--- config.mk ---
export PLATFORM = sky130hd
export DESIGN_NAME = mem_arbiter
export DESIGN_NICKNAME = d
export VERILOG_FILES = /design/src/rtl/mem_arbiter_pkg.sv /design/src/rtl/mem_arbiter_picker.sv /design/src/rtl/mem_arbiter.sv
export SDC_FILE = /design/constraint.sdc
export NUM_CORES = 1
export LEC_CHECK = 0
export ABC_AREA = 1
export CORE_UTILIZATION = 33
export DETAILED_ROUTE_END_ITERATION = 10
export PLACE_DENSITY = 0.78
export SLEW_MARGIN = 10
export SYNTH_ARGS = -nofsm -noshare
export SYNTH_HDL_FRONTEND = slang
export SYNTH_SLANG_ARGS = --single-unit
--- constraint.sdc ---
create_clock -name clk -period 1.1 [get_ports clk]
set_input_delay 0.22 -clock clk [delete_from_list [all_inputs] [get_ports clk]]
set_output_delay 0.22 -clock clk [all_outputs]
set_load 0.01 [all_outputs]
--- src/rtl/mem_arbiter_pkg.sv ---
// Shared types for the two-requester memory arbiter: FSM states, owner ids, width defaults.
package mem_arbiter_pkg;

   localparam int AWIDTH_DEF = 32;
   localparam int DWIDTH_DEF = 32;

   typedef enum logic [1:0] {
      ST_IDLE  = 2'd0,
      ST_ISSUE = 2'd1,
      ST_WAIT  = 2'd2
   } arb_state_t;

   typedef enum logic {
      OWN_FETCH = 1'b0,
      OWN_DATA  = 1'b1
   } owner_t;

endpackage

--- src/rtl/mem_arbiter_picker.sv ---
// Winner selection between fetch and data requests; grant is one-hot {data, fetch}.
// Define MEM_ARB_RR_EN to resolve ties toward the requester not granted last.
module mem_arb_picker
   import mem_arbiter_pkg::*;
(
   input  logic       if_req,
   input  logic       d_req,
   input  owner_t     last_grant,
   output logic [1:0] grant
);

   logic tie_to_data;

`ifdef MEM_ARB_RR_EN
   assign tie_to_data = (last_grant == OWN_FETCH);
`else
   logic unused_last_grant;
   assign unused_last_grant = last_grant;
   assign tie_to_data       = 1'b1;
`endif

   always_comb begin
      grant = 2'b00;
      if (d_req && (!if_req || tie_to_data))
         grant[1] = 1'b1;
      else if (if_req)
         grant[0] = 1'b1;
   end

endmodule

--- src/rtl/mem_arbiter.sv ---
// Arbitrates fetch and data ports onto one memory port, one transaction in flight.
// Optional MEM_ARB_RR_EN: round-robin tie breaking instead of fixed data priority.
module mem_arbiter
   import mem_arbiter_pkg::*;
#(
   parameter int AWIDTH = AWIDTH_DEF,
   parameter int DWIDTH = DWIDTH_DEF,
   parameter int MASKW  = DWIDTH / 8
) (
   input  logic              clk,
   input  logic              rst,
   input  logic              if_req,
   input  logic [AWIDTH-1:0] if_addr,
   output logic              if_gnt,
   output logic              if_rvalid,
   output logic [DWIDTH-1:0] if_rdata,
   input  logic              d_req,
   input  logic              d_we,
   input  logic [MASKW-1:0]  d_wmask,
   input  logic [AWIDTH-1:0] d_addr,
   input  logic [DWIDTH-1:0] d_wdata,
   output logic              d_gnt,
   output logic              d_rvalid,
   output logic [DWIDTH-1:0] d_rdata,
   output logic              mem_req,
   output logic              mem_we,
   output logic [MASKW-1:0]  mem_wmask,
   output logic [AWIDTH-1:0] mem_addr,
   output logic [DWIDTH-1:0] mem_wdata,
   input  logic              mem_ready,
   input  logic              mem_rvalid,
   input  logic [DWIDTH-1:0] mem_rdata,
   output logic              stall
);

   arb_state_t        state;
   owner_t            owner_q;
   logic              we_q;
   logic [MASKW-1:0]  wmask_q;
   logic [AWIDTH-1:0] addr_q;
   logic [DWIDTH-1:0] wdata_q;
   logic [1:0]        pick;
   owner_t            last_grant;

   logic arb_idle, issue, wr_done, rd_done;
   assign arb_idle = (state == ST_IDLE);
   assign issue    = (state == ST_ISSUE);
   assign wr_done  = issue && mem_ready && we_q;
   assign rd_done  = (state == ST_WAIT) && mem_rvalid;

`ifdef MEM_ARB_RR_EN
   always_ff @(posedge clk) begin
      if (rst)
         last_grant <= OWN_FETCH;
      else if (arb_idle && (|pick))
         last_grant <= pick[1] ? OWN_DATA : OWN_FETCH;
   end
`else
   assign last_grant = OWN_DATA;
`endif

   mem_arb_picker u_picker (
      .if_req     (if_req),
      .d_req      (d_req),
      .last_grant (last_grant),
      .grant      (pick)
   );

   always_ff @(posedge clk) begin
      if (rst) begin
         state   <= ST_IDLE;
         owner_q <= OWN_FETCH;
         we_q    <= 1'b0;
         wmask_q <= '0;
         addr_q  <= '0;
         wdata_q <= '0;
      end else begin
         case (state)
            ST_IDLE: if (|pick) begin
               state <= ST_ISSUE;
               if (pick[1]) begin
                  owner_q <= OWN_DATA;
                  we_q    <= d_we;
                  wmask_q <= d_wmask;
                  addr_q  <= d_addr;
                  wdata_q <= d_wdata;
               end else begin
                  owner_q <= OWN_FETCH;
                  we_q    <= 1'b0;
                  wmask_q <= '0;
                  addr_q  <= if_addr;
                  wdata_q <= '0;
               end
            end
            ST_ISSUE: if (mem_ready) state <= we_q ? ST_IDLE : ST_WAIT;
            ST_WAIT:  if (mem_rvalid) state <= ST_IDLE;
            default:  state <= ST_IDLE;
         endcase
      end
   end

   // Every output is forced low while rst is asserted, even before the reset edge lands.
   assign if_gnt    = !rst && arb_idle && pick[0];
   assign d_gnt     = !rst && arb_idle && pick[1];
   assign if_rvalid = !rst && rd_done && (owner_q == OWN_FETCH);
   assign d_rvalid  = !rst && (wr_done || (rd_done && (owner_q == OWN_DATA)));
   assign if_rdata  = if_rvalid ? mem_rdata : '0;
   assign d_rdata   = (d_rvalid && !wr_done) ? mem_rdata : '0;

   assign mem_req   = !rst && issue;
   assign mem_we    = mem_req && we_q;
   assign mem_wmask = mem_req ? wmask_q : '0;
   assign mem_addr  = mem_req ? addr_q  : '0;
   assign mem_wdata = mem_req ? wdata_q : '0;

   assign stall = !rst && (arb_idle ? (if_req || d_req) : !(wr_done || rd_done));

endmodule

# After elaboration in Yosys (flattened, before gate mapping)

Index checks and enable logic that the tools add are counted.
Widths: inputs -> output; s select.

Bitwise operators: 1
Multiplexer cells: 19
Reduce and logical (&&, ||, !) cells: 24
Eq/ne operators: 5

Operators with widths:

| kind               | number |
|---|---|
| $mux 32            | 6 |
| $logic_and 1x1->1  | 14 |
| $mux 2             | 4 |
| $mux 4             | 2 |
| $mux 1             | 6 |
| $pmux 2 s3         | 1 |
| $ne 2x2->1 const B | 2 |
| $logic_not 1->1    | 3 |
| $logic_or 1x1->1   | 3 |
| $reduce_and 3->1   | 1 |
| $eq 2x1->1 const B | 1 |
| $eq 2x2->1 const B | 1 |
| $logic_not 2->1    | 1 |
| $ne 2x1->1 const B | 1 |
| $reduce_and 2->1   | 1 |
| $reduce_or 2->1    | 1 |
| $not 1->1          | 1 |

Output and inout bits: 139
Register bits: 72

# Longest topological paths before layout

Gate-level depths: netlist of the first run.

Word-level depth: 7
Depth in mapped cells: 8
Mapped depth without buffers: 6

# Modules after synthesis

A second synthesis of the first run with hierarchy kept.

Cell total of the unflattened synthesis: 654
Area, all modules: 3998.8 um^2

By module, submodules not included:

| module         | instances | area each (um^2) | cells each | seq. area each (um^2) |
|---|---|---|---|---|
| mem_arbiter    | 1         | 3981.3           | 651        | 1441.4 |
| mem_arb_picker | 1         | 17.5             | 3          | 0.0 |

# Worst setup path before layout of the first run

Ideal clock, no wire load.

Kind: flip-flop to output port
Start: register owner_q
End: output if_rdata[25]
Data required time: 0.880 ns
Setup slack: -0.242 ns
Arrival: 1.122 ns
Cell stages (with the launch flop): 5
Cell sequence: dfxtp_1 -> or2_1 -> clkbuf_1 -> buf_2 -> nor3_1

Word-level cells in the longest chain between the ends: 3

Ends and longest elaborated chain:

| what                   | RTL line           | text |
|---|---|---|
| start, declared        | mem_arbiter.sv:37  | `owner_t owner_q;` |
| start signal, assigned | mem_arbiter.sv:72  | `owner_q <= OWN_FETCH;` |
| start signal, assigned | mem_arbiter.sv:82  | `owner_q <= OWN_DATA;` |
| start signal, assigned | mem_arbiter.sv:88  | `owner_q <= OWN_FETCH;` |
| $not 1->1              | mem_arbiter.sv:105 | `assign if_rvalid = !rst && rd_done && (owner_q == OWN_FETCH);` |
| $logic_and 1x1->1      | mem_arbiter.sv:105 |  |
| $mux 32                | mem_arbiter.sv:107 | `assign if_rdata = if_rvalid ? mem_rdata : '0;` |
| end, declared          | mem_arbiter.sv:16  | `output logic [DWIDTH-1:0] if_rdata,` |

No other way between the ends.

# Worst setup path in the final report of the first run

Start: register state[1]
End: output if_rdata[14]

Word-level cells in the longest chain between the ends: 5

Ends and longest elaborated chain:

| what                           | RTL line           | text |
|---|---|---|
| start, declared                | mem_arbiter.sv:36  | `arb_state_t state;` |
| start signal, assigned         | mem_arbiter.sv:95  | `ST_ISSUE: if (mem_ready) state <= we_q ? ST_IDLE : ST_WAIT;` |
| $eq 2x2->1                     | mem_arbiter.sv:49  | `assign rd_done = (state == ST_WAIT) && mem_rvalid;` |
| $logic_and 1x1->1              | mem_arbiter.sv:49  |  |
| $logic_and 1x1->1 (2 in a row) | mem_arbiter.sv:105 |  |
| $mux 32                        | mem_arbiter.sv:107 |  |

No other way between the ends.

==> metrics, run 1 <==
run status=finished with violations; failing checks=setup timing; hold path startpoint=rst; crit path max fanout=8; Row Count=around 40; final instance area=0.01042 mm2; Hold Crit Class=primary input to flop; Reg power frac=28.1%; CTS Buf Count=9; die height=115.3 um; Crit path largest cell delay=0.38 ns; reg-to-reg setup timing slack=-0.52 ns; worst hold stages=3; Synth area leaders=dfxtp_1 (34%), nand2_1 (25%), nor2_1 (15%); Mapped Area=between 0.004 and 0.005 mm2; initial antenna violation count=1; Routed Antenna Nets=0; TritonCTS clock tree=yes; Post-Syn Nets=slightly below 900; crit share post-route=170.1%; crit-path cells=buf_4, nand3_4, buf_12, clkbuf_16, nor3_4, buf_2; Syn Inst Count=732; io pins=278; post-layout minimum cycle time=1.871 ns; worst slew pin tran=0.3917 ns; RePlAce Congestion=about 0.77; Initial Util=between 30% and 40%; CP Class=flop to output port; Root Buffer=clkbuf_16; pin count of the biggest net entering global routing=41; Pins Over Slew Limit=0; Inst Count DP=1185; Longest Clk Path Bufs=2; main flop type after synthesis=dfxtp_1; max_cap viols=0; clock power share=29.2%; async set-reset flop share out of synthesis=0%; total buffers and inverters traversed by the critical path=4; Yosys top cell area share=34.01%; Reg-to-Reg End=addr_q[4]$_SDFFE_PP0P_; synthesis warning total=0; number of DRC markers in iteration 0=286; Net Sw Power=3.612 mW; global-route wire length before repair=27120 um; Die ar.=approximately 0.013 mm2; Fill cells=699; layout cells sized above 1=45.40%; Hold Fails Final Rpt=0; CP max-delay cell=dfxtp_4; Synth area leader=dfxtp_1; DP Area=0.008214 mm2; final std cells w/o fill=roughly 1300; average instance area after synthesis=5.789 um2; P per Cell Area=roughly 1000 mW/mm2; Final #Nets=between 1000 and 1500; Power Internal=~7.3 mW; count leader, synth=nand2_1; Max IR drop VDD=0.7224 mV; CTS H-tree lvls=3; Core Area=approximately 0.013 mm2; Comb pwr share=42.7%; final worst setup slack=-0.7707 ns; FF-to-FF path depth=8; RSZ-0062 raised after global routing=true; Clock Latency Late Sink=0.34 ns; register area share after synthesis=between 30% and 40%; CP required=a little under 0.9 ns; hold-critical path endpoint=state[0]$_SDFFE_PP0P_; number of enable flip-flop cells after synthesis=0; Sink Count=72; wire per inst=around 17 um; setup violators final=211; endpoint class of the critical path=output port; vias in the first global route=5509; Die X=115.3 um; Yosys reg bits=72; HPWL Detailed=11640 um; Slew headroom=between 70% and 80%; Clock transition at path regs=approximately 0.06 ns; highest clock rate=0.5346 GHz; Via density=4.751; Startpoint Class=flop; Top Family by Delay on Critical Path=buffers and inverters; via count=slightly above 6000; CTS Hold Bufs=0; Detailed Routing Iterations Pass 1=5; Arr. time, crit path=1.65 ns; GRT Total Usage=26.28%; count of cell types in the netlist=22; DRC viols=0; top cells by instance count after synthesis=nand2_1 (278), nor2_1 (172), dfxtp_1 (72); Leakage Power=4.820 nW; R2R Path Start=state[1]$_SDFFE_PP0P_; IO buf count=277; Final Skew=0.01720 ns; area delta synth->final=146.0%; Routed WL=21160 um; Overflow after GRT=0; Net Sw Frac=33.19%
[worst reg2reg max path: cells and delay by family, from the launching register on]
kind                   cells  cell delay, ns
buffers and inverters      4            0.67
flip-flops                 1            0.36
AND/OR/NAND/NOR            4            0.49
[cells by family after synthesis]
family | Yosys count | synth area share [%]
AO/OA/AOI/OAI | 2 | 0.2360
buffers and inverters | 125 | 14.67
flip-flops | 72 | 34.01
AND/OR/NAND/NOR | 533 | 51.08
[power groups by stage]
stage	clock network, mW	registers, mW	logic (mW)
floorplan	0	3.06	1.71
global placement	0	3.06	2.77
detailed placement	0	3.08	2.81
CTS	3.19	3.03	3.56
global route	3.31	3.08	4.93
finish	3.18	3.06	4.64
[worst max path at each step]
stage,from,endpoint,cells after the start
4_1_cts,state[1]$_SDFFE_PP0P_,d_rdata[14],7
3_5_place_dp,rst,if_rdata[31],5
3_3_place_gp,rst,if_rdata[31],5
2_1_floorplan,owner_q$_SDFFE_PP0P_,if_rdata[12],4
6_report,state[1]$_SDFFE_PP0P_,if_rdata[14],6
5_1_grt,state[1]$_SDFFE_PP0P_,if_rdata[14],6
[layout by cell type (no fill, tap or decap), types with 3 or more instances in the layout]
cell             instances
nand2_4                  3
nor2_2                  20
buf_2                   47
nor3_4                  31
clkinv_2                 3
buf_4                   42
nor2_1                  64
nand3_1                 18
nand2_8                  6
nand2_1                243
nand2_2                 31
clkdlybuf4s50_1        136
buf_16                  17
inv_1                   67
nor2_4                  90
buf_12                  24
nand3_2                 24
dfxtp_1                 69
clkbuf_16               23
buf_8                    7
buf_6                  109
[state kept, by name (all words and copies together), names as in the netlist]
name / flops
wdata_q: 32
owner_q: 1
state: 2
wmask_q: 4
we_q: 1
addr_q: 32
[timing repair]
action	in CTS	in global routing
endpoints found under the hold margin	0	0
pin swaps	10	48
gates cloned	18	20
endpoints found under the setup margin	210	211
setup buffers	19	21
resized for setup	654	249
[through the flow]
step / hold slack (ns) / worst slack [ns] / total power, mW / util (%) / TNS, ns
after CTS: 0.4099 / -0.6843 / 9.781 / 72.69 / -105.07
after detailed placement: 0.4600 / -1.151 / 5.884 / 65.36 / -189.28
after global placement: 0.4554 / -1.067 / 5.836 / 65.36 / -184.63
after floorplan: 0.2817 / -0.1324 / 4.765 / - / -9.459
final: 0.2798 / -0.7707 / 10.88 / 82.94 / -111.02
after global routing: 0.2828 / -0.8294 / 11.32 / 82.94 / -121.28
[routing by layer]
metal  wire, um  GRT usage (%)  vias to the layer above
met5          0              0                        -
met4       1079          14.03                        0
met3       1415          6.168                       81
met2      11480          49.98                      277
met1       7190          26.29                     2764
li1           -              -                     2921
[area by class of cell]
class	count	area (um2)	area share, %
antenna	1	2.502	0.02401
timing repair inverter	1	5.005	0.04801
timing repair buffer	398	4557	43.72
multi-input combinational	538	3570	34.25
clock buffer	9	225.2	2.161
sequential	72	1450	13.91
tap	172	215.2	2.065
clock inverter	7	93.84	0.9003
inverter	74	305.3	2.929
Power figures use the tool's default switching activity.
==> run 2: changes to the inputs <==
--- a/config.mk
+++ b/config.mk
@@ -9,6 +9,7 @@
 export CORE_UTILIZATION = 33
 export DETAILED_ROUTE_END_ITERATION = 10
 export PLACE_DENSITY = 0.78
+export REMOVE_ABC_BUFFERS = 1
 export SLEW_MARGIN = 10
 export SYNTH_ARGS = -nofsm -noshare
 export SYNTH_HDL_FRONTEND = slang
==> run 2 against run 1 <==
  * The flow still finishes with violations (setup timing)
  * Register-to-register slack improved by 0.16 ns
  * Clock skew fell by 0.012 ns
  * Design area decreased by 21%
  * Wire length fell by 17%
  * Non-clock buffer count shrank 28
  * Flip-flop and latch count unchanged
  * Critical path type unchanged
  * Critical endpoint is now if_rdata[11]
  * Largest cell class unchanged
  * Highest routed layer unchanged
==> metrics, run 2 (synthesis gave the netlist of run 1 again) <==
run status=finished with violations; failing checks=setup timing; pin count of the biggest net entering global routing=38; Pins Over Slew Limit=0; P per Cell Area=1105 mW/mm2; GRT met3 Usage=4.217%; RePlAce Congestion=0.8129; number of DRC markers in iteration 0=274; Detailed Routing Iterations Pass 1=4; io pins=between 200 and 300; Comb pwr share=34.9%; Core Area=0.01257 mm2; final std cells w/o fill=1241; Reg power frac=33.3%; Net Sw Frac=roughly a third; max_cap viols=0; Worst Setup SP=state[1]$_SDFFE_PP0P_; Startpoint Class=flop; R2R Path Start=state[0]$_SDFFE_PP0P_; Clock Latency Late Sink=0.33 ns; wire per inst=roughly 14 um; Row Count=41; IO buf count=277; Clock transition at path regs=0.06 ns; die height=about 120 um; met2 Use GR=between 40% and 50%; Sink Count=72; GRT Total Usage=22.95%; met1 usage=23.99%; global-route wire length before repair=23840 um; commonest cells after routing, fill and taps aside=nand2_1 (273), clkdlybuf4s50_1 (135), buf_2 (116); biggest regs=addr_q x32, wdata_q x32, wmask_q x4; Fin Setup TNS=-97.83 ns; CTS H-tree lvls=3; Hold Fails Final Rpt=0; Net Sw Power=2.856 mW; Hold Crit Class=primary input to flop; Reg-to-Reg End=addr_q[10]$_SDFFE_PP0P_; Root Buffer=clkbuf_16; HPWL Detailed=11410 um; endpoint class of the critical path=output port; TritonCTS clock tree=yes; layer with the highest usage=met2; Leakage Power=4.206 nW; setup violators final=210; commonest non-fill, non-tap cell in the layout=nand2_1; Routed Antenna Nets=0; CP required=0.88 ns; crit share post-route=161.5%; initial antenna violation count=1; worst slew pin tran=0.2725 ns; worst setup path endpoint=if_rdata[11]; Via density=roughly 4.5; highest clock rate=0.5628 GHz; Fill cells=1120; Initial Util=around 34%; area of the multi-input gates=0.002663 mm2; CTS Buf Count=9; DRC viols=0; Power Total=9.101 mW; Arr. time, crit path=between 1.5 and 2 ns; Power Internal=approximately 6.2 mW; Final #Nets=1202; Inst Count DP=between 1000 and 1500; Slew headroom=81.83%; final worst setup slack=-0.6767 ns; Final Skew=0.005480 ns; layout cells sized above 1=33.80%; Routed WL=17610 um; Die X=115.3 um; vias in the first global route=4931; FF-to-FF path depth=9; post-layout minimum cycle time=1.777 ns; CP Class=flop to output port; reg-to-reg setup timing slack=-0.36 ns; area occupied by registers=0.001446 mm2; Die ar.=0.01330 mm2; Overflow after GRT=0; Max IR drop VDD=0.6178 mV; via count=5590; clock power share=roughly a third; RSZ-0062 raised after global routing=true; crit path max fanout=16; Longest Clk Path Bufs=2; area delta synth->final=94.42%
==> run 2: metal layers <==
layer  routed length (um)  vias up
met5                    0        -
met4                  642        0
met3                 1061       38
met2                 9151      215
met1                 6753     2503
li1                     -     2834
==> run 2: cell type report <==
class / instances / share of cell area, %
Clock buffer: 10 / 2.779
Antenna cell: 1 / 0.03037
Multi-Input combinational cell: 536 / 32.32
Sequential cell: 72 / 17.56
Tap cell: 172 / 2.612
Clock inverter: 6 / 0.7289
Inverter: 74 / 3.554
Timing Repair Buffer: 370 / 40.43
==> run 2: how the worst min path moves through the flow <==
stage	startpoint	end	cells after the start
3_5_place_dp	wdata_q[23]$_SDFFE_PP0P_	wdata_q[23]$_SDFFE_PP0P_	2
3_3_place_gp	wdata_q[1]$_SDFFE_PP0P_	wdata_q[1]$_SDFFE_PP0P_	2
6_report	d_wdata[17]	wdata_q[17]$_SDFFE_PP0P_	3
2_1_floorplan	rst	state[0]$_SDFFE_PP0P_	1
4_1_cts	d_wdata[17]	wdata_q[17]$_SDFFE_PP0P_	3
5_1_grt	d_wdata[19]	wdata_q[19]$_SDFFE_PP0P_	3
==> run 2: critical path, cell delays in order (launching register included) <==
cell	delay, ns
dfxtp_2	0.36
buf_4	0.13
nand3_4	0.12
clkbuf_16	0.23
nor3_1	0.21
buf_2	0.17
==> run 2: power groups by stage <==
stage	Sequential [mW]	Clock [mW]	Combinational [mW]
after detailed placement	3.07	0	2.53
after floorplan	3.05	0	1.10
after global placement	3.06	0	2.50
after global routing	3.05	3.03	3.45
after CTS	3.02	2.94	2.65
final	3.03	2.90	3.18
==> run 2: through the flow <==
stage / setup slack (ns) / hold slack (ns) / area, um2 / util (%)
floorplan: -1.995 / 0.2891 / 3896 / -
global placement: -1.065 / 0.4559 / 7471 / 59.44
detailed placement: -1.102 / 0.4593 / 7471 / 59.44
CTS: -0.6506 / 0.4115 / 7581 / 60.32
global route: -0.7122 / 0.4379 / 8239 / 65.55
finish: -0.6767 / 0.4232 / 8239 / 65.55
==> run 2: repair_timing <==
item                                    in CTS  in global routing
buffers inserted                            10                  6
cloned                                       4                 10
hold buffers                                 0                  0
pin swaps                                    4                  8
resized for setup                          602                153
endpoints found under the setup margin     211                211
